--- src/rtl/output_buffer_reader_pkg.sv ---
// Shared constants and FSM encoding for the output-buffer readout path.
package output_buffer_reader_pkg;

  localparam int unsigned OB_DEPTH  = 16;
  localparam int unsigned OB_ADDR_W = 4;
  localparam int unsigned OB_DATA_W = 32;
  localparam int unsigned OB_CNT_W  = OB_ADDR_W + 1;

  typedef enum logic [1:0] {
    IDLE  = 2'd0,
    FETCH = 2'd1,
    SEND  = 2'd2
  } obr_state_t;

endpackage

--- src/rtl/output_buffer_reader_regfile.sv ---
// DEPTH x DATA_W result storage with per-entry valid bits and clear-on-read.
module obuf_regfile
  import output_buffer_reader_pkg::*;
#(
  parameter int unsigned DEPTH  = OB_DEPTH,
  parameter int unsigned ADDR_W = OB_ADDR_W,
  parameter int unsigned DATA_W = OB_DATA_W
) (
  input  logic              clk,
  input  logic              rst,
  input  logic              wr_en,
  input  logic [ADDR_W-1:0] wr_addr,
  input  logic [DATA_W-1:0] wr_data,
  output logic              wr_valid,
  input  logic [ADDR_W-1:0] rd_addr,
  input  logic              clr,
  output logic [DATA_W-1:0] rd_data,
  output logic              rd_valid
);

  logic [DATA_W-1:0] mem [DEPTH];
  logic [DEPTH-1:0]  valid;

  always_ff @(posedge clk) begin
    if (wr_en) mem[wr_addr] <= wr_data;
  end

  // Clear is applied after set so a same-cycle write to the consumed entry leaves it invalid.
  always_ff @(posedge clk or posedge rst) begin
    if (rst) begin
      valid <= '0;
    end else begin
      if (wr_en) valid[wr_addr] <= 1'b1;
      if (clr)   valid[rd_addr] <= 1'b0;
    end
  end

  assign rd_data  = mem[rd_addr];
  assign rd_valid = valid[rd_addr];
  assign wr_valid = valid[wr_addr];

endmodule

--- src/rtl/output_buffer_reader.sv ---
// Output-buffer receiver: stores accumulator results and streams address windows to the host.
module output_buffer_reader
  import output_buffer_reader_pkg::*;
#(
  parameter int unsigned DEPTH  = OB_DEPTH,
  parameter int unsigned ADDR_W = OB_ADDR_W,
  parameter int unsigned DATA_W = OB_DATA_W
) (
  input  logic              clk,
  input  logic              rst,
  input  logic              output_buffer_enable,
  input  logic [ADDR_W-1:0] output_buffer_addr,
  input  logic [DATA_W-1:0] output_data,
  input  logic              rd_start,
  input  logic [ADDR_W-1:0] rd_base,
  input  logic [ADDR_W:0]   rd_count,
  output logic              out_valid,
  input  logic              out_ready,
  output logic [DATA_W-1:0] out_data,
  output logic [ADDR_W-1:0] out_addr,
  output logic              out_last,
  output logic              busy,
  output logic [ADDR_W:0]   occupancy,
  output logic              overwrite_err,
  input  logic              err_clr
);

  localparam int unsigned CNT_W = ADDR_W + 1;

  obr_state_t        state;
  logic [ADDR_W-1:0] ptr;
  logic [CNT_W-1:0]  remaining;

  logic              wr_valid;
  logic              rd_valid;
  logic [DATA_W-1:0] rd_data;
  logic              wr_hits_ptr;
  logic              fwd;
  logic              consume;
  logic [DATA_W-1:0] fetch_data;
  logic              occ_inc;
  logic              occ_dec;
  logic              ow_set;

  obuf_regfile #(
    .DEPTH  (DEPTH),
    .ADDR_W (ADDR_W),
    .DATA_W (DATA_W)
  ) u_regfile (
    .clk      (clk),
    .rst      (rst),
    .wr_en    (output_buffer_enable),
    .wr_addr  (output_buffer_addr),
    .wr_data  (output_data),
    .wr_valid (wr_valid),
    .rd_addr  (ptr),
    .clr      (consume),
    .rd_data  (rd_data),
    .rd_valid (rd_valid)
  );

  always_comb begin
    wr_hits_ptr = output_buffer_enable && (output_buffer_addr == ptr);
    fwd         = (state == FETCH) && wr_hits_ptr;
    consume     = (state == FETCH) && (rd_valid || fwd);
    fetch_data  = fwd ? output_data : rd_data;
    // A write into the entry being consumed is absorbed by the read, not counted or flagged.
    ow_set      = output_buffer_enable && wr_valid && !(consume && wr_hits_ptr);
    occ_inc     = output_buffer_enable && !wr_valid && !(consume && wr_hits_ptr);
    occ_dec     = consume && rd_valid;
  end

  always_ff @(posedge clk or posedge rst) begin
    if (rst) begin
      state     <= IDLE;
      ptr       <= '0;
      remaining <= '0;
      out_valid <= 1'b0;
      out_data  <= '0;
      out_addr  <= '0;
      out_last  <= 1'b0;
      busy      <= 1'b0;
    end else begin
      unique case (state)
        IDLE: begin
          if (rd_start && (rd_count != '0)) begin
            ptr       <= rd_base;
            remaining <= (rd_count > CNT_W'(DEPTH)) ? CNT_W'(DEPTH) : rd_count;
            busy      <= 1'b1;
            state     <= FETCH;
          end
        end
        FETCH: begin
          if (consume) begin
            out_data  <= fetch_data;
            out_addr  <= ptr;
            out_valid <= 1'b1;
            out_last  <= (remaining == CNT_W'(1));
            state     <= SEND;
          end
        end
        SEND: begin
          if (out_ready) begin
            out_valid <= 1'b0;
            out_last  <= 1'b0;
            ptr       <= ptr + 1'b1;
            remaining <= remaining - 1'b1;
            if (remaining == CNT_W'(1)) begin
              busy  <= 1'b0;
              state <= IDLE;
            end else begin
              state <= FETCH;
            end
          end
        end
        default: state <= IDLE;
      endcase
    end
  end

  always_ff @(posedge clk or posedge rst) begin
    if (rst) begin
      occupancy <= '0;
    end else if (occ_inc && !occ_dec) begin
      occupancy <= occupancy + 1'b1;
    end else if (occ_dec && !occ_inc) begin
      occupancy <= occupancy - 1'b1;
    end
  end

  always_ff @(posedge clk or posedge rst) begin
    if (rst) begin
      overwrite_err <= 1'b0;
    end else if (ow_set) begin
      overwrite_err <= 1'b1;
    end else if (err_clr) begin
      overwrite_err <= 1'b0;
    end
  end

endmodule
--- config.mk ---
export PLATFORM = sky130hd
export DESIGN_NAME = output_buffer_reader
export DESIGN_NICKNAME = d
export VERILOG_FILES = /design/src/rtl/output_buffer_reader_pkg.sv /design/src/rtl/output_buffer_reader_regfile.sv /design/src/rtl/output_buffer_reader.sv
export SDC_FILE = /design/constraint.sdc
export NUM_CORES = 1
export LEC_CHECK = 0
export CELL_PAD_IN_SITES_DETAIL_PLACEMENT = 1
export CELL_PAD_IN_SITES_GLOBAL_PLACEMENT = 1
export CORE_MARGIN = 2
export CORE_UTILIZATION = 40
export CTS_CLUSTER_SIZE = 40
export DETAILED_ROUTE_END_ITERATION = 8
export GPL_ROUTABILITY_DRIVEN = 0
export PLACE_DENSITY_LB_ADDON = 0.1
export SLEW_MARGIN = 10
export SYNTH_ARGS = -nofsm -noshare
export SYNTH_HDL_FRONTEND = slang
export SYNTH_SLANG_ARGS = --single-unit
--- constraint.sdc ---
create_clock -name clk -period 3.2 [get_ports clk]
set_clock_uncertainty 0.2 [all_clocks]
set_input_delay 0.96 -clock clk [delete_from_list [all_inputs] [get_ports clk]]
set_output_delay 0.96 -clock clk [all_outputs]
set_load 0.01 [all_outputs]
==> impl_metrics.tcl, run 1 <==
set metrics [dict create \
    cts_buffers 61 \
    synth_nets 1324 \
    drt_first_pass_iters 5 \
    fp.dieArea_um2 60250 \
    crit_arrival_ns 3.43 \
    synth-edff-count 512 \
    htreeDepth 2 \
    ys_ff_latch 584 \
    fp-row-count 88 \
    grt_max_degree 79 \
    grt_pass1_wl_um 91520 \
    p_total_mw 24.14 \
    antenna_found_initial 1 \
    grt_pass1_vias 13790 \
    fmax_ghz 0.3183 \
    relSlewSlack_pct 41.75 \
    ys.flop_type "edfxtp_1" \
    core_area_um2 57700 \
    fin_crit_sh_pct 98.18 \
    r2r_cells 12 \
    finish.utilization_pct 49.27 \
    drv_cap 0 \
    ctsHoldBuffers 0 \
    drv_slew 0 \
    grt_overflow 0 \
    synth_top_area_cell "edfxtp_1" \
    drt-initial-drc-count 954 \
    worstMarginPinSlew_ns 0.8737 \
    finalCriticalPeriod_ns 3.142 \
    num_io_pins 96 \
    insertion_delay_ns 0.62 \
    synth_cells 1262 \
    synth_seq_area_share_pct 73.66 \
    stdcell_count 2288 \
    final_layout_size_suffix_gt1_share_pct 25.34 \
    startpoint_type "input pin" \
    hold_viol_final 0 \
    critPathKind "in2reg" \
    status "completed" \
    vdd_drop_max_v 0.0005056 \
    p_per_area_nw_per_um2 849.3 \
    startpoint "output_buffer_addr[2]" \
    dp_hpwl_um 35190 \
    clk_pin_slew_ns 0.06 \
    n_antenna_cell 0 \
    yosys.area.top_type_share_pct 65.93 \
    clockBufferDepth 3 \
    synthTopCellsByArea "edfxtp_1 66%, mux4_2 13%, dfrtp_1 7.7%" \
    critPathCaptureType "register" \
    syn_avg_cell_area_um2 18.48 \
    hp-class "reg2reg" \
    ant_nets 0 \
    final_common_cell "edfxtp_1" \
    ys_types 45 \
    cp_max_fo 3 \
    ys_warn_count 0 \
    clock-root-buffer "clkbuf_16" \
    crit_end "occupancy[4]$_DFFE_PP0P_" \
    regToRegEndpoint "occupancy[4]$_DFFE_PP0P_" \
    power.leakage_nw 9.572 \
    finalSetupTns_ns 0 \
    cts_tree "built" \
    post_dp_cell_area_um2 26550 \
    drc 0 \
    vias 12710 \
    wirelength_um 61270 \
    dp.cells 2174 \
    ff2ff_setup_slack_ns 0.16 \
    stdcell_area_um2 28430 \
    initial_utilization_pct 40.42 \
    post_drt_via_cell_ratio 5.557 \
    syn_to_final_growth_pct 21.90 \
    nNetsFinal 1534 \
    report.final.setup_viol 0 \
    grt_util_all_layers_pct 20.86 \
    cp.required_ns 3.49 \
    cts_sinks 584 \
    die_w_um 245.5 \
    async_reset_ff_share_pct 12.33 \
    layout_common_cells "512 x edfxtp_1, 137 x mux4_2, 111 x nor2_1" \
    grt_setup_unrepaired "true" \
    wire_per_inst_um 26.78 \
    syn_area_um2 23320 \
    port_buffers 95 \
    reg2reg_from "ptr[0]$_DFFE_PP0P_" \
    chipHeight_um 245.5 \
]
## worst min path at each step
stage | startpoint | endpoint | depth (start not counted)
after floorplan | remaining[4]$_DFFE_PP0P_ | remaining[4]$_DFFE_PP0P_ | 2
after global placement | out_valid$_DFFE_PP0P_ | out_valid$_DFFE_PP0P_ | 1
after detailed placement | occupancy[4]$_DFFE_PP0P_ | occupancy[4]$_DFFE_PP0P_ | 1
after CTS | occupancy[4]$_DFFE_PP0P_ | occupancy[4]$_DFFE_PP0P_ | 1
after global routing | occupancy[4]$_DFFE_PP0P_ | occupancy[4]$_DFFE_PP0P_ | 1
final | occupancy[4]$_DFFE_PP0P_ | occupancy[4]$_DFFE_PP0P_ | 1
## synth_stat cells, drive strengths merged (2+ instances only)
cell,number
edfxtp,512
mux4,137
nor2,125
nand2,82
dfrtp,72
inv,42
buf,40
mux2i,38
clkbuf,34
o2111ai,29
o221ai,29
o21ai,18
a31oi,17
a21oi,12
ha,10
o211ai,8
nor3,6
xnor2,6
mux2,5
nand3b,4
a21o,3
a22o,3
nand2b,3
nand3,3
nor2b,3
or2,3
or3,3
xor2,3
o22ai,2
## metal layers
| layer | track usage (%) | vias to the layer above | wire length (um) |
|---|---|---|---|
| met5 | 0 | - | 13 |
| met2 | 33.95 | 278 | 29660 |
| met4 | 4.973 | 2 | 1179 |
| met3 | 3.154 | 88 | 2681 |
| li1 | - | 5466 | - |
| met1 | 29.73 | 6880 | 27730 |
## power by group
| part | internal [mW] | total, mW | switching [mW] |
|---|---|---|---|
| Combinational | 3.93 | 8.07 | 4.14 |
| Sequential | 8.91 | 9.38 | 0.470 |
| Clock | 3.76 | 6.69 | 2.93 |
## logic make-up (layout without fill, tap and decap cells)
kind of cell | Yosys count | after routing | synth area share, %
AOI/OAI and AO/OA | 124 | 124 | 3.906
xor gates and xnor gates | 9 | 9 | 0.3380
buffers and inverters | 117 | 378 | 2.237
and+or+nand+nor | 237 | 237 | 4.137
DFF | 584 | 584 | 73.66
adders and majority gates | 11 | 11 | 0.6224
muxes | 180 | 180 | 15.10
## worst max-delay path, stage by stage
cell	delay [ns]
clkdlybuf4s50_1	0.48
buf_6	0.14
mux4_2	0.53
nor2_2	0.13
ha_2	0.19
inv_2	0.05
fa_2	0.33
a21o_1	0.17
a21oi_2	0.12
xnor2_1	0.12
nor2_1	0.07
xor2_1	0.14
## through the flow
stage | setup WS, ns | hold WS [ns]
after floorplan | -0.4719 | 0.2856
after global placement | -1.127 | 0.2671
after detailed placement | -1.104 | 0.2595
after CTS | 0.002052 | 0.2744
after global routing | -0.03670 | 0.2934
final | 0.05834 | 0.2698
## repair_timing
item                                    CTS  global route
endpoints found under the hold margin     0             0
pin swaps                                 0             6
resized for setup                         7             9
buffers inserted                          0             0
endpoints found under the setup margin   55             3
## registers in the layout (all words and copies together), names as in the netlist, 2 cells and up
name,count
state,2
u_regfile.mem,512
remaining,5
ptr,4
u_regfile.valid,16
occupancy,5
out_data,32
out_addr,4
## cell type report
class / count / area (um^2)
fill: 5370 / 29270
sequential: 584 / 17190
multi-input combinational: 561 / 5829
timing repair buffer: 221 / 2429
clock buffer: 73 / 1593
tap: 765 / 957.2
clock inverter: 41 / 270.3
inverter: 43 / 162.7
Note: power is estimated with default switching activity, not from simulation.
==> inputs of run 2 (changes only) <==
--- a/config.mk
+++ b/config.mk
@@ -5,6 +5,7 @@
 export SDC_FILE = /design/constraint.sdc
 export NUM_CORES = 1
 export LEC_CHECK = 0
+export CAP_MARGIN = 10
 export CELL_PAD_IN_SITES_DETAIL_PLACEMENT = 1
 export CELL_PAD_IN_SITES_GLOBAL_PLACEMENT = 1
 export CORE_MARGIN = 2
==> results of run 2 <==
The final DEF is identical to that of run 1; final timing and power are the same.
==> inputs of run 3 (changes only) <==
--- a/config.mk
+++ b/config.mk
@@ -9,7 +9,7 @@
 export CELL_PAD_IN_SITES_DETAIL_PLACEMENT = 1
 export CELL_PAD_IN_SITES_GLOBAL_PLACEMENT = 1
 export CORE_MARGIN = 2
-export CORE_UTILIZATION = 40
+export CORE_UTILIZATION = 46
 export CTS_CLUSTER_SIZE = 40
 export DETAILED_ROUTE_END_ITERATION = 8
 export GPL_ROUTABILITY_DRIVEN = 0
==> impl_metrics.tcl, run 3 (same netlist as run 1, synthesis figures left out) <==
set metrics [dict create \
    post_drt_via_cell_ratio 5.727 \
    fp-row-count 82 \
    drc 0 \
    relSlewSlack_pct 42.75 \
    startpoint_type "input pin" \
    drt-initial-drc-count 988 \
    insertion_delay_ns 0.62 \
    largest_reg_flops 512 \
    drv_cap 0 \
    hold_ws_ns 0.2818 \
    cts_sinks 584 \
    num_io_pins 96 \
    clockBufferDepth 3 \
    hp-class "reg2reg" \
    fin_crit_sh_pct 98.51 \
    reg2reg_from "u_regfile.valid[11]$_DFF_PP0_" \
    final_common_cell "edfxtp_1" \
    finalCriticalPeriod_ns 3.152 \
    initial_utilization_pct 46.58 \
    status "completed" \
    power.leakage_nw 9.606 \
    syn_to_final_growth_pct 21.43 \
    clock-root-buffer "clkbuf_16" \
    nNetsFinal 1536 \
    finish.utilization_pct 56.56 \
    stdcell_count 2197 \
    cp_max_fo 5 \
    grt_pass1_wl_um 89360 \
    p_per_area_nw_per_um2 858.6 \
    grt_util_all_layers_pct 22.93 \
    vdd_drop_max_v 0.0006684 \
    cts_tree "built" \
    biggestRegsByFlops "u_regfile.mem: 512 flops, out_data: 32 flops, u_regfile.valid: 16 flops" \
    min_path_cells 1 \
    ff2ff_setup_slack_ns 0.09 \
    antenna_found_initial 2 \
    chipHeight_um 229.2 \
    ctsHoldBuffers 0 \
    drt_first_pass_iters 4 \
    drv_slew 0 \
    fmax_ghz 0.3172 \
    final_layout_size_suffix_gt1_share_pct 25.61 \
    core_area_um2 50070 \
    cp.required_ns 3.50 \
    r2r_cells 11 \
    critPathKind "in2reg" \
    port_buffers 95 \
    crit_arrival_ns 3.45 \
    wire_per_inst_um 26.48 \
    layout_common_cells "512 x edfxtp_1, 137 x mux4_2, 111 x nor2_1" \
    fp.dieArea_um2 52510 \
    hold_end "occupancy[4]$_DFFE_PP0P_" \
    report.final.setup_viol 0 \
    hold_viol_final 0 \
    min-delay-start "occupancy[4]$_DFFE_PP0P_" \
    worstMarginPinSlew_ns 0.8587 \
    grt_setup_unrepaired "true" \
    wirelength_um 58190 \
    dp_hpwl_um 33680 \
    startpoint "output_buffer_addr[0]" \
    regToRegEndpoint "occupancy[4]$_DFFE_PP0P_" \
    htreeDepth 2 \
    ant_nets 0 \
    grt_overflow 0 \
    clk_pin_slew_ns 0.06 \
    p_total_mw 24.31 \
    vias 12580 \
    dp.cells 2079 \
    critPathCaptureType "register" \
    grt_pass1_vias 14000 \
    grt_max_degree 84 \
    cts_buffers 60 \
    die_w_um 229.2 \
    regMostFlops "u_regfile.mem" \
]
run 3: cell types whose count changed in the layout (fill, tap and decap cells not counted), sizes merged, moves of 2 or more:
cell and change:
buf +3, bufinv +2, clkinv -9, diode +2, inv +2
run 3: what timing repair did:
item | 4_1_cts | 5_1_grt
pin swaps | 5 | 10
gates resized for setup | 14 | 6
buffers inserted | 0 | 5
setup endpoints to repair | 10 | 2
run 3: routing by layer:
metal  up-vias  GRT usage [%]  share of wire, %
met5         -              0                 0
met4         0          6.453               2.1
met3        88          3.374               4.3
met2       305          38.93                51
met1      6719          31.11                43
li1       5471              -                 -
run 3: per-stage QoR:
stage / area (um^2) / setup TNS (ns) / setup WS [ns]
floorplan: 23440 / -83.62 / -0.4719
global placement: 26360 / -39.68 / -1.142
detailed placement: 26360 / -44.57 / -1.213
CTS: 28260 / 0 / 0.002171
global route: 28320 / -0.02743 / -0.02743
finish: 28320 / 0 / 0.04754
run 3: cell type report:
type,instances,area (um^2)
diodes,2,5.005
fillers,4521,21750
well taps,672,840.8
clock inverters,37,317.8
clock buffers,74,1575
repair buffers,224,2399
inverters,43,162.7
flip-flops and latches,584,17190
multi-input cells,561,5832
run 3: worst max-delay path by stage:
| stage | endpoint | slack, ns | cells past startpoint |
|---|---|---|---|
| final | occupancy[4]$_DFFE_PP0P_ | 0.05 | 12 |
| after global routing | occupancy[4]$_DFFE_PP0P_ | -0.03 | 12 |
| after CTS | occupancy[4]$_DFFE_PP0P_ | 0.002 | 12 |
| after detailed placement | occupancy[4]$_DFFE_PP0P_ | -1.21 | 12 |
| after global placement | occupancy[4]$_DFFE_PP0P_ | -1.14 | 12 |
| after floorplan | u_regfile.mem[3][0]$_DFFE_PP_ | -0.47 | 5 |
run 3: report_power, final:
part | switching (mW) | internal, mW | total, mW
clock | 2.87 | 3.89 | 6.76
sequential | 0.449 | 8.91 | 9.36
combinational | 4.17 | 4.02 | 8.19
run 3: critical path, stage by stage:
cell and delay, ns:
buf_12 0.09, mux4_2 0.50, mux4_2 0.51, nor2_2 0.11, ha_2 0.19, inv_2 0.06
fa_2 0.34, a21o_1 0.19, a21oi_2 0.15, xnor2_1 0.13, nor2_1 0.07, xor2_1 0.14
